<file path="src/rtl/mult_div_unit.sv">
// Iterative multiply/divide unit with architectural HI/LO registers.
// One iteration per clock. MULT/MULTU use shift-add. DIV/DIVU use restoring
// shift-subtract. A sign fix-up cycle then writes HI/LO.
// Optional build macro MDU_EARLY_OUT_EN: multiplies leave RUN as soon as no
// multiplier bits remain to be consumed.
// Ports:
//   clk, rst    - clock, asynchronous active-high reset
//   start, op   - launch (IDLE only); 00 MULT, 01 MULTU, 10 DIV, 11 DIVU
//   src_a/src_b - multiplicand/dividend and multiplier/divisor
//   mthi/mtlo   - move src_a into HI/LO while idle
//   hi_out/lo_out, busy, done - registered outputs
module mult_div_unit #(
   parameter int DATA_WIDTH = 32,
   parameter int CNT_WIDTH  = 5
) (
   input  logic                  clk,
   input  logic                  rst,
   input  logic                  start,
   input  logic [1:0]            op,
   input  logic [DATA_WIDTH-1:0] src_a,
   input  logic [DATA_WIDTH-1:0] src_b,
   input  logic                  mthi,
   input  logic                  mtlo,
   output logic [DATA_WIDTH-1:0] hi_out,
   output logic [DATA_WIDTH-1:0] lo_out,
   output logic                  busy,
   output logic                  done
);

   localparam int DW = DATA_WIDTH;
   localparam int W2 = 2 * DATA_WIDTH;

   localparam logic [1:0] S_IDLE = 2'd0;
   localparam logic [1:0] S_RUN  = 2'd1;
   localparam logic [1:0] S_FIX  = 2'd2;

   logic [1:0]           state;
   logic [CNT_WIDTH-1:0] cnt;
   logic                 is_div;
   logic                 is_sgn;
   logic                 sign_a;
   logic                 sign_b;
   logic                 div_zero;
   // Multiply: running product. Divide: {remainder, dividend/quotient}.
   logic [W2-1:0]        acc;
   // Multiply only: multiplicand magnitude, shifted left each step.
   logic [W2-1:0]        mcand;
   // Multiply: multiplier magnitude, shifted right. Divide: divisor.
   logic [DW-1:0]        mplr;
   logic [DW-1:0]        hi_q;
   logic [DW-1:0]        lo_q;
   logic                 done_q;

   // Operand capture
   logic          in_sgn;
   logic          in_neg_a;
   logic          in_neg_b;
   logic [DW-1:0] in_mag_a;
   logic [DW-1:0] in_mag_b;

   always_comb begin
      in_sgn   = ~op[0];
      in_neg_a = in_sgn & src_a[DW-1];
      in_neg_b = in_sgn & src_b[DW-1];
      in_mag_a = in_neg_a ? (~src_a + 1'b1) : src_a;
      in_mag_b = in_neg_b ? (~src_b + 1'b1) : src_b;
   end

   // Iteration step
   logic [W2-1:0] mul_next;
   logic [DW+1:0] trial;
   logic [W2-1:0] div_next;
   logic          last_run;
   logic          mul_exit;

   always_comb begin
      mul_next = acc + (mplr[0] ? mcand : '0);
      // Shifted partial remainder may need DW+1 bits; one more bit for borrow.
      trial    = {1'b0, acc[W2-1:DW-1]} - {2'b00, mplr};
      if (!trial[DW+1])
         div_next = {trial[DW-1:0], acc[DW-2:0], 1'b1};
      else
         div_next = {acc[W2-2:0], 1'b0};
      last_run = (cnt == CNT_WIDTH'(DW - 1));
`ifdef MDU_EARLY_OUT_EN
      mul_exit = ~is_div & (mplr[DW-1:1] == '0);
`else
      mul_exit = 1'b0;
`endif
   end

   // Sign fix-up
   logic [W2-1:0] prod_fix;
   logic [DW-1:0] quo_fix;
   logic [DW-1:0] rem_fix;

   always_comb begin
      if (is_sgn & (sign_a ^ sign_b))
         prod_fix = ~acc + 1'b1;
      else
         prod_fix = acc;
      if (div_zero)
         quo_fix = '1;
      else if (is_sgn & (sign_a ^ sign_b))
         quo_fix = ~acc[DW-1:0] + 1'b1;
      else
         quo_fix = acc[DW-1:0];
      // Remainder takes the dividend's sign (truncating division).
      if (is_sgn & sign_a)
         rem_fix = ~acc[W2-1:DW] + 1'b1;
      else
         rem_fix = acc[W2-1:DW];
   end

   always_ff @(posedge clk or posedge rst) begin
      if (rst) begin
         state    <= S_IDLE;
         cnt      <= '0;
         is_div   <= 1'b0;
         is_sgn   <= 1'b0;
         sign_a   <= 1'b0;
         sign_b   <= 1'b0;
         div_zero <= 1'b0;
         acc      <= '0;
         mcand    <= '0;
         mplr     <= '0;
         hi_q     <= '0;
         lo_q     <= '0;
         done_q   <= 1'b0;
      end else begin
         done_q <= 1'b0;
         case (state)
            S_IDLE: begin
               if (start) begin
                  state    <= S_RUN;
                  cnt      <= '0;
                  is_div   <= op[1];
                  is_sgn   <= in_sgn;
                  sign_a   <= in_neg_a;
                  sign_b   <= in_neg_b;
                  div_zero <= op[1] & (src_b == '0);
                  mplr     <= in_mag_b;
                  mcand    <= {{DW{1'b0}}, in_mag_a};
                  acc      <= op[1] ? {{DW{1'b0}}, in_mag_a} : '0;
               end else begin
                  if (mthi) hi_q <= src_a;
                  if (mtlo) lo_q <= src_a;
               end
            end
            S_RUN: begin
               cnt <= cnt + 1'b1;
               if (is_div) begin
                  acc <= div_next;
               end else begin
                  acc   <= mul_next;
                  mcand <= mcand << 1;
                  mplr  <= mplr >> 1;
               end
               if (last_run || mul_exit)
                  state <= S_FIX;
            end
            S_FIX: begin
               state  <= S_IDLE;
               done_q <= 1'b1;
               if (is_div) begin
                  hi_q <= rem_fix;
                  lo_q <= quo_fix;
               end else begin
                  hi_q <= prod_fix[W2-1:DW];
                  lo_q <= prod_fix[DW-1:0];
               end
            end
            default: state <= S_IDLE;
         endcase
      end
   end

   assign hi_out = hi_q;
   assign lo_out = lo_q;
   assign busy   = (state != S_IDLE);
   assign done   = done_q;

endmodule

</file>
<file path="config.mk">
export PLATFORM = sky130hd
export DESIGN_NAME = mult_div_unit
export DESIGN_NICKNAME = d
export VERILOG_FILES = /design/src/rtl/mult_div_unit.sv
export SDC_FILE = /design/constraint.sdc
export NUM_CORES = 1
export LEC_CHECK = 0
export ABC_AREA = 1
export BUFFER_PORTS_ARGS = -buffer_cell sky130_fd_sc_hd__buf_2
export CAP_MARGIN = 40
export CELL_PAD_IN_SITES_DETAIL_PLACEMENT = 0
export CELL_PAD_IN_SITES_GLOBAL_PLACEMENT = 1
export CORE_MARGIN = 2
export CORE_UTILIZATION = 48
export CTS_BUF_LIST = sky130_fd_sc_hd__clkbuf_2
export CTS_CLUSTER_DIAMETER = 40
export DETAILED_ROUTE_END_ITERATION = 8
export PLACE_DENSITY = 0.95
export SLEW_MARGIN = 40
export SYNTH_ARGS = -nofsm -noshare
export SYNTH_HDL_FRONTEND = slang
export SYNTH_SLANG_ARGS = --single-unit
</file>
<file path="constraint.sdc">
create_clock -name clk -period 16.7 [get_ports clk]
set_input_delay 0.835 -clock clk [delete_from_list [all_inputs] [get_ports clk]]
set_output_delay 0.835 -clock clk [all_outputs]
set_load 0.005 [all_outputs]
</file>
==> results_dict.tcl, run 1 <==
set metrics [dict create \
    critical-path-max-stage-delay_ns 0.60 \
    timing.hold.worst_path_depth 3 \
    drt_drc_violations_left 0 \
    fin_setup_tns_ns 0 \
    ys_seq_elements 237 \
    grt_setup_unrepaired "false" \
    fmaxAchievable_ghz 0.2919 \
    grt_max_degree 108 \
    critical_path.reg2reg.startpoint "mplr[0]" \
    place.port_buffers 136 \
    worstRegToRegCells 17 \
    cts_made_buffers 68 \
    crit_path_max_fanout 41 \
    clk-insertion-delay-late_ns 1.09 \
    syn_area_um2 24090 \
    worstPathBufferInverterCount 2 \
    ys_warn_count 0 \
    ant_nets 0 \
    gr-usage-met1_pct 45.72 \
    result_of_the_run "finished, final reports clean" \
    minimum_period_implied_by_the_final_worst_setup_slack_ns 3.426 \
    dr_total_vias 27610 \
    flip_flop_and_latch_area_um2 5933 \
    area_delta_synth_final_pct 8.132 \
    layout.filler_cells 5427 \
    ctsRootBufferMaster "sky130_fd_sc_hd__clkbuf_2" \
    number_of_global_route_vias_before_repair 25770 \
    worstHoldStart "src_a[15]" \
    globalRoute.busiestLayer "met2" \
    multi_input_comb_area_um2 14840 \
    share_of_cells_above_drive_strength_1_pct 7.899 \
    numClockSinks 237 \
    drt_iter0_markers 2849 \
    placement_rows 82 \
    hold_path.class "input port to flop" \
    crit_arrival_ns 4.31 \
    final_setup_violation_count 0 \
    crit_type "flop to flop" \
    final_net_count 4482 \
    dp_hpwl_um 75830 \
    gpl.final_weighted_congestion 1.028 \
    total_routed_wirelength_um 96100 \
    worst-path-stages 17 \
    dp_cells 4908 \
    maxCapViolCount 0 \
    finalHoldViolCount 0 \
    gr-usage-met3_pct 5.738 \
    cell_occurring_most_often_along_the_worst_timing_path "sky130_fd_sc_hd__nand2_1" \
    die_height_um 228.0 \
    tightest_slew_ns 0.8492 \
    cellPowerDensity_nw_per_um2 233.2 \
    finClkSkew_ns 0.09025 \
    slew_headroom_pct 42.79 \
    worstReg2RegEnd "acc[44]" \
    final.hold.worst_slack_ns 0.06300 \
    vias_per_std_cell 5.488 \
    use_met2_pct 59.66 \
    crit_required_ns 17.58 \
    synthCells 4201 \
    die-width_um 228.0 \
    async_reset_ff_share_pct 100.0 \
    mappedNetlistNets 4375 \
    capturing_element_type_of_the_critical_path "flop" \
    floorplan.io_pins 137 \
    post-cts-setup-buffer-count 0 \
    global_route_overflow 0 \
    seq_area_frac_synth_pct 24.61 \
    drv_slew 0 \
    synth-main-ff-cell "sky130_fd_sc_hd__dfrtp_1" \
    track_usage_pct 36.45 \
    cpMaxStageDelayCell "sky130_fd_sc_hd__dfrtp_2" \
    p_leak_nw 14.79 \
    avgRoutedWirePerCell_um 19.10 \
    crit_path_start_kind "flop" \
    clkTransAtPathRegs_ns 0.10 \
    crit_family "simple AND/OR/NAND/NOR gates" \
    number_of_antenna_violations_at_the_first_check_in_global_routing 2 \
    ctsLongestPathBuffers 3 \
    synth_edf_count 0 \
    starting_density_pct 48.32 \
    post_synth.cell_area_avg_um2 5.735 \
    design.core.area_um2 49860 \
    hold-path-endpoint "lo_out[15]" \
    grt_first_pass_wirelength_um 147400 \
    cts_tree "yes" \
    worstPathCellList "buf_4, nand2_1, inv_1, ha_1, fa_1, nand3_1, nand3_1, nand3_1, nand3_1, nand2_1, nand2_1, nand2_1, nand2_1, nand2_1, nand3_1, nand3_1, nand2_1" \
    power.ir.vdd_worst_v 0.0002069 \
    design.die.area_um2 52000 \
    synth.lib_cells_used.distinct 51 \
    post-route-period-util_pct 20.51 \
    regToRegSetupSlack_ns 13.27 \
    stdcell_count 5031 \
    ctsHtreeMaxLevel 3 \
    dr.pass1.iters 7 \
]
## cells in the mapped netlist (all sizes together), types with 5 or more instances
cell	number	share of area, %
a21boi	6	0.19
nor4	11	0.29
nor3	50	1.1
o221ai	10	0.36
nor2	359	5.8
nand3	354	7.5
clkbuf	96	1.5
nand4	56	1.5
o21bai	20	0.62
buf	30	0.66
inv	753	12
o22ai	35	0.91
o311ai	9	0.33
o211ai	34	1.1
dfrtp	237	25
nand2	1447	23
ha	101	5.2
xor2	49	1.8
o21ai	256	5.3
a21oi	224	4.7
or2	11	0.29
xnor2	19	0.69
a31oi	5	0.13
## logic make-up (layout without fill, tap and decap cells)
family                   Yosys count  count (layout)  share of synthesized area [%]
AO/OA/AOI/OAI                    613             613                          14.14
XOR/XNOR                          68              68                          2.472
adder cells (fa/ha/maj)          103             103                          5.411
buffers and inverters            881            1035                          13.92
flip-flops                       237             237                          24.61
other                              0               4                              0
AND/OR/NAND/NOR                 2299            2299                          39.45
## placed cells by master (no fill, tap or decap), types with 6 or more instances in the layout
cell type / Yosys / final
sky130_fd_sc_hd__a21boi_0: 6 / 6
sky130_fd_sc_hd__a21oi_1: 221 / 221
sky130_fd_sc_hd__buf_2: 15 / 136
sky130_fd_sc_hd__buf_4: 0 / 21
sky130_fd_sc_hd__clkbuf_2: 0 / 96
sky130_fd_sc_hd__clkinv_1: 2 / 11
sky130_fd_sc_hd__clkinv_2: 0 / 6
sky130_fd_sc_hd__dfrtp_1: 237 / 235
sky130_fd_sc_hd__ha_1: 101 / 101
sky130_fd_sc_hd__inv_1: 743 / 741
sky130_fd_sc_hd__inv_2: 10 / 11
sky130_fd_sc_hd__nand2_1: 1434 / 1433
sky130_fd_sc_hd__nand2_2: 10 / 10
sky130_fd_sc_hd__nand3_1: 349 / 349
sky130_fd_sc_hd__nand4_1: 56 / 56
sky130_fd_sc_hd__nor2_1: 340 / 336
sky130_fd_sc_hd__nor2_2: 17 / 18
sky130_fd_sc_hd__nor3_1: 49 / 49
sky130_fd_sc_hd__nor4_1: 11 / 11
sky130_fd_sc_hd__o211ai_1: 34 / 34
sky130_fd_sc_hd__o21ai_0: 238 / 238
sky130_fd_sc_hd__o21ai_1: 16 / 16
sky130_fd_sc_hd__o21bai_1: 20 / 20
sky130_fd_sc_hd__o221ai_1: 10 / 10
sky130_fd_sc_hd__o22ai_1: 35 / 35
sky130_fd_sc_hd__o311ai_0: 9 / 9
sky130_fd_sc_hd__or2_2: 10 / 10
sky130_fd_sc_hd__xnor2_1: 19 / 19
sky130_fd_sc_hd__xor2_1: 49 / 49
## registers in the layout (all words and copies together), names as in the netlist
register and count:
cnt 5, is_div 1, sign_a 1, sign_b 1, div_zero 1, state 2
acc 64, done 1, mcand 64, mplr 32, is_sgn 1, hi_out 32
lo_out 32
## worst max path at each step
stage | from | to
5_1_grt | mplr[0] | acc[26]
4_1_cts | mplr[0] | acc[44]
3_5_place_dp | mplr[0] | acc[44]
2_1_floorplan | rst | acc[0]
3_3_place_gp | state[1] | mplr[5]
6_report | mplr[0] | acc[44]
## worst reg2reg max path, cell delays in order (launching register included)
cell and delay [ns]:
sky130_fd_sc_hd__dfrtp_2 0.60, sky130_fd_sc_hd__buf_4 0.35, sky130_fd_sc_hd__nand2_1 0.14, sky130_fd_sc_hd__inv_1 0.04, sky130_fd_sc_hd__ha_1 0.20, sky130_fd_sc_hd__fa_1 0.40, sky130_fd_sc_hd__nand3_1 0.17, sky130_fd_sc_hd__nand3_1 0.16
sky130_fd_sc_hd__nand3_1 0.11, sky130_fd_sc_hd__nand3_1 0.17, sky130_fd_sc_hd__nand2_1 0.11, sky130_fd_sc_hd__nand2_1 0.24, sky130_fd_sc_hd__nand2_1 0.20, sky130_fd_sc_hd__nand2_1 0.06, sky130_fd_sc_hd__nand2_1 0.05, sky130_fd_sc_hd__nand3_1 0.11
sky130_fd_sc_hd__nand3_1 0.11, sky130_fd_sc_hd__nand2_1 0.06
## metal layers
metal / share of wire, % / vias up
met5: 0 / -
met1: 41 / 12550
met2: 46 / 1199
li1: - / 13520
met4: 6.6 / 0
met3: 7.2 / 334
## layout make-up
type                            instances  area share (%)
Antenna cell                            4         0.03842
Clock buffer                           96           1.844
Clock inverter                         21          0.7636
Inverter                              755           10.91
Multi-Input combinational cell       3083           56.97
Sequential cell                       237           22.77
Tap cell                              672           3.227
Timing Repair Buffer                  163           3.472
## report_power, final
group	internal, mW	switching [mW]	leakage (nW)
sequential	0.854	0.361	2.90
combinational	1.37	3.00	11.4
clock	0.217	0.281	0.495
total	2.44	3.64	14.8
## metrics by stage
| stage | instance area (um2) | power [mW] | utilization (%) | setup slack, ns |
|---|---|---|---|---|
| floorplan | 24090 | 4.070 | - | 9.362 |
| global placement | 25320 | 5.441 | 50.78 | 13.35 |
| detailed placement | 25340 | 5.480 | 50.82 | 13.38 |
| CTS | 26030 | 5.991 | 52.20 | 13.34 |
| global route | 26050 | 6.620 | 52.25 | 12.97 |
| finish | 26050 | 6.076 | 52.25 | 13.27 |
## repair_timing
item,in CTS,in global routing
endpoints found under the hold margin,94,0
gates resized for setup,0,0
hold buffers,1,0
Power figures use the tool's default switching activity.
==> run 2: changes to the inputs <==
--- a/config.mk
+++ b/config.mk
@@ -11,11 +11,11 @@
 export CELL_PAD_IN_SITES_DETAIL_PLACEMENT = 0
 export CELL_PAD_IN_SITES_GLOBAL_PLACEMENT = 1
 export CORE_MARGIN = 2
-export CORE_UTILIZATION = 48
+export CORE_UTILIZATION = 40
 export CTS_BUF_LIST = sky130_fd_sc_hd__clkbuf_2
 export CTS_CLUSTER_DIAMETER = 40
 export DETAILED_ROUTE_END_ITERATION = 8
-export PLACE_DENSITY = 0.95
+export PLACE_DENSITY = 0.85
 export SLEW_MARGIN = 40
 export SYNTH_ARGS = -nofsm -noshare
 export SYNTH_HDL_FRONTEND = slang
==> constraint.sdc (replaced) <==
create_clock -name clk -period 2.9 [get_ports clk]
set_input_delay 0.145 -clock clk [delete_from_list [all_inputs] [get_ports clk]]
set_output_delay 0.145 -clock clk [all_outputs]
set_load 0.005 [all_outputs]
==> results_dict.tcl, run 2 (synthesis results as in run 1) <==
set metrics [dict create \
    result_of_the_run "finished, final reports clean" \
    dr.pass1.iters 7 \
    combinationalPowerShare_pct 75.7 \
    floorplan.io_pins 137 \
    maxCapViolCount 0 \
    area_delta_synth_final_pct 25.47 \
    share_of_cells_above_drive_strength_1_pct 14.33 \
    hold_path.class "input port to flop" \
    pwr-share-seq_pct 17.3 \
    total_routed_wirelength_um 105800 \
    capturing_element_type_of_the_critical_path "flop" \
    layout.cells.most_common "sky130_fd_sc_hd__nand2_1" \
    number_of_global_route_vias_before_repair 27460 \
    power.ir.vdd_worst_v 0.001041 \
    drt_drc_violations_left 0 \
    clk-insertion-delay-late_ns 1.08 \
    track_usage_pct 33.31 \
    switchingPower_mw 22.23 \
    power.share.clock_pct 7.0 \
    global_route_overflow 0 \
    finalHoldViolCount 0 \
    fmaxAchievable_ghz 0.3542 \
    gpl.final_weighted_congestion 1.009 \
    vias_per_std_cell 5.253 \
    utilization_pct 51.03 \
    placed_area_um2 27440 \
    grt_first_pass_wirelength_um 160400 \
    crit_required_ns 3.91 \
    crit_path_start_kind "input port" \
    dp_cells 5242 \
    stdcell_count 5549 \
    layout.cells.most_common_list "sky130_fd_sc_hd__nand2_1 (1400), sky130_fd_sc_hd__inv_1 (740), sky130_fd_sc_hd__nand3_1 (340)" \
    clkTransAtPathRegs_ns 0.10 \
    post-route-period-util_pct 97.37 \
    tightest_slew_ns 0.7880 \
    die_height_um 249.4 \
    starting_density_pct 40.67 \
    die-width_um 249.4 \
    crit_type "input port to flop" \
    minimum_period_implied_by_the_final_worst_setup_slack_ns 2.824 \
    drv_slew 0 \
    cts_made_buffers 73 \
    number_of_antenna_violations_at_the_first_check_in_global_routing 3 \
    ant_nets 0 \
    cell_internal_pwr_mw 16.64 \
    drt_iter0_markers 2589 \
    reg.largest.list "acc: 64 flops, mcand: 64 flops" \
    avgRoutedWirePerCell_um 19.06 \
    final_setup_violation_count 0 \
    p_leak_nw 16.70 \
    crit_path_max_fanout 5 \
    slew_headroom_pct 46.91 \
    design.core.area_um2 59240 \
    post-route-cell-area_um2 30230 \
    power_mw 38.87 \
    ctsRootBufferMaster "sky130_fd_sc_hd__clkbuf_2" \
    crit_arrival_ns 3.84 \
    numClockSinks 237 \
    cellPowerDensity_nw_per_um2 1286 \
    placement_rows 89 \
    design.die.area_um2 62220 \
    final_net_count 4895 \
    ctsHtreeMaxLevel 3 \
    grt_setup_unrepaired "true" \
    dp_hpwl_um 82930 \
    switching_share_pct 57.19 \
    dr_total_vias 29150 \
    place.port_buffers 136 \
    fin_setup_tns_ns 0 \
    finClkSkew_ns 0.1237 \
    cts_tree "yes" \
    grt_max_degree 109 \
    ctsLongestPathBuffers 3 \
]
-- run 2: layer usage --
layer,vias up,track usage [%],part of all wire (%)
met5,-,0,0.014
met4,2,19.07,6.5
met3,337,5.622,7.0
met2,1237,53.97,45
met1,13230,41.93,41
li1,14350,-,-
-- run 2: timing repair --
| action | in CTS | in global routing |
|---|---|---|
| pin swaps | 0 | 6 |
| hold endpoints to repair | 403 | 0 |
| cloned | 0 | 0 |
| endpoints found under the setup margin | 4 | 60 |
| hold buffers | 173 | 0 |
| resized for setup | 5 | 105 |
| setup buffers | 0 | 4 |
-- run 2: final cells by class --
cell class	count	area (um2)
fill	6258	29010
multi-input combinational	3083	15210
sequential	237	5937
timing repair buffer	571	4619
inverter	755	2848
tap	773	967.2
clock buffer	101	505.5
clock inverter	26	141.4
antenna	3	7.507
-- run 2: metrics by stage --
step	setup slack [ns]	hold slack, ns
floorplan	-0.3509	0.2567
global placement	-0.006283	0.3457
detailed placement	-0.03406	0.1912
CTS	0.003596	0.004415
global route	-0.04025	0.02421
finish	0.07634	0.06952
-- run 2: critical path: stages --
cell	delay, ns
sky130_fd_sc_hd__dlygate4sd3_1	0.56
sky130_fd_sc_hd__buf_2	0.17
sky130_fd_sc_hd__nor2_1	0.11
sky130_fd_sc_hd__dlygate4sd3_1	0.60
sky130_fd_sc_hd__nand2_1	0.05
sky130_fd_sc_hd__dlygate4sd3_1	0.55
sky130_fd_sc_hd__nand2_1	0.08
sky130_fd_sc_hd__nand2_1	0.05
sky130_fd_sc_hd__dlygate4sd3_1	0.56
sky130_fd_sc_hd__nand2_1	0.08
sky130_fd_sc_hd__nand3_1	0.09
sky130_fd_sc_hd__dlygate4sd3_1	0.64
sky130_fd_sc_hd__a21oi_1	0.14
-- run 2: power groups by stage --
stage               combinational, mW  sequential, mW  clock, mW
detailed placement               27.9            6.71          0
finish                           29.4            6.73       2.73
CTS                              28.4            6.67       2.77
global route                     32.4            6.83       2.97
floorplan                        17.4            6.08          0
global placement                 27.7            6.71          0
-- run 2: final timing paths --
check	start	to	slack, ns	depth (start not counted)
max in group asynchronous	rst	mplr[22]	1.73	6
min in group asynchronous	rst	acc[28]	0.22	4
hold reg to reg	mcand[63]	mcand[63]	0.49	2
setup / recovery	src_a[26]	mcand[29]	0.08	13
hold / removal	src_a[18]	lo_out[18]	0.07	4
setup reg to reg	acc[31]	acc[46]	0.13	14
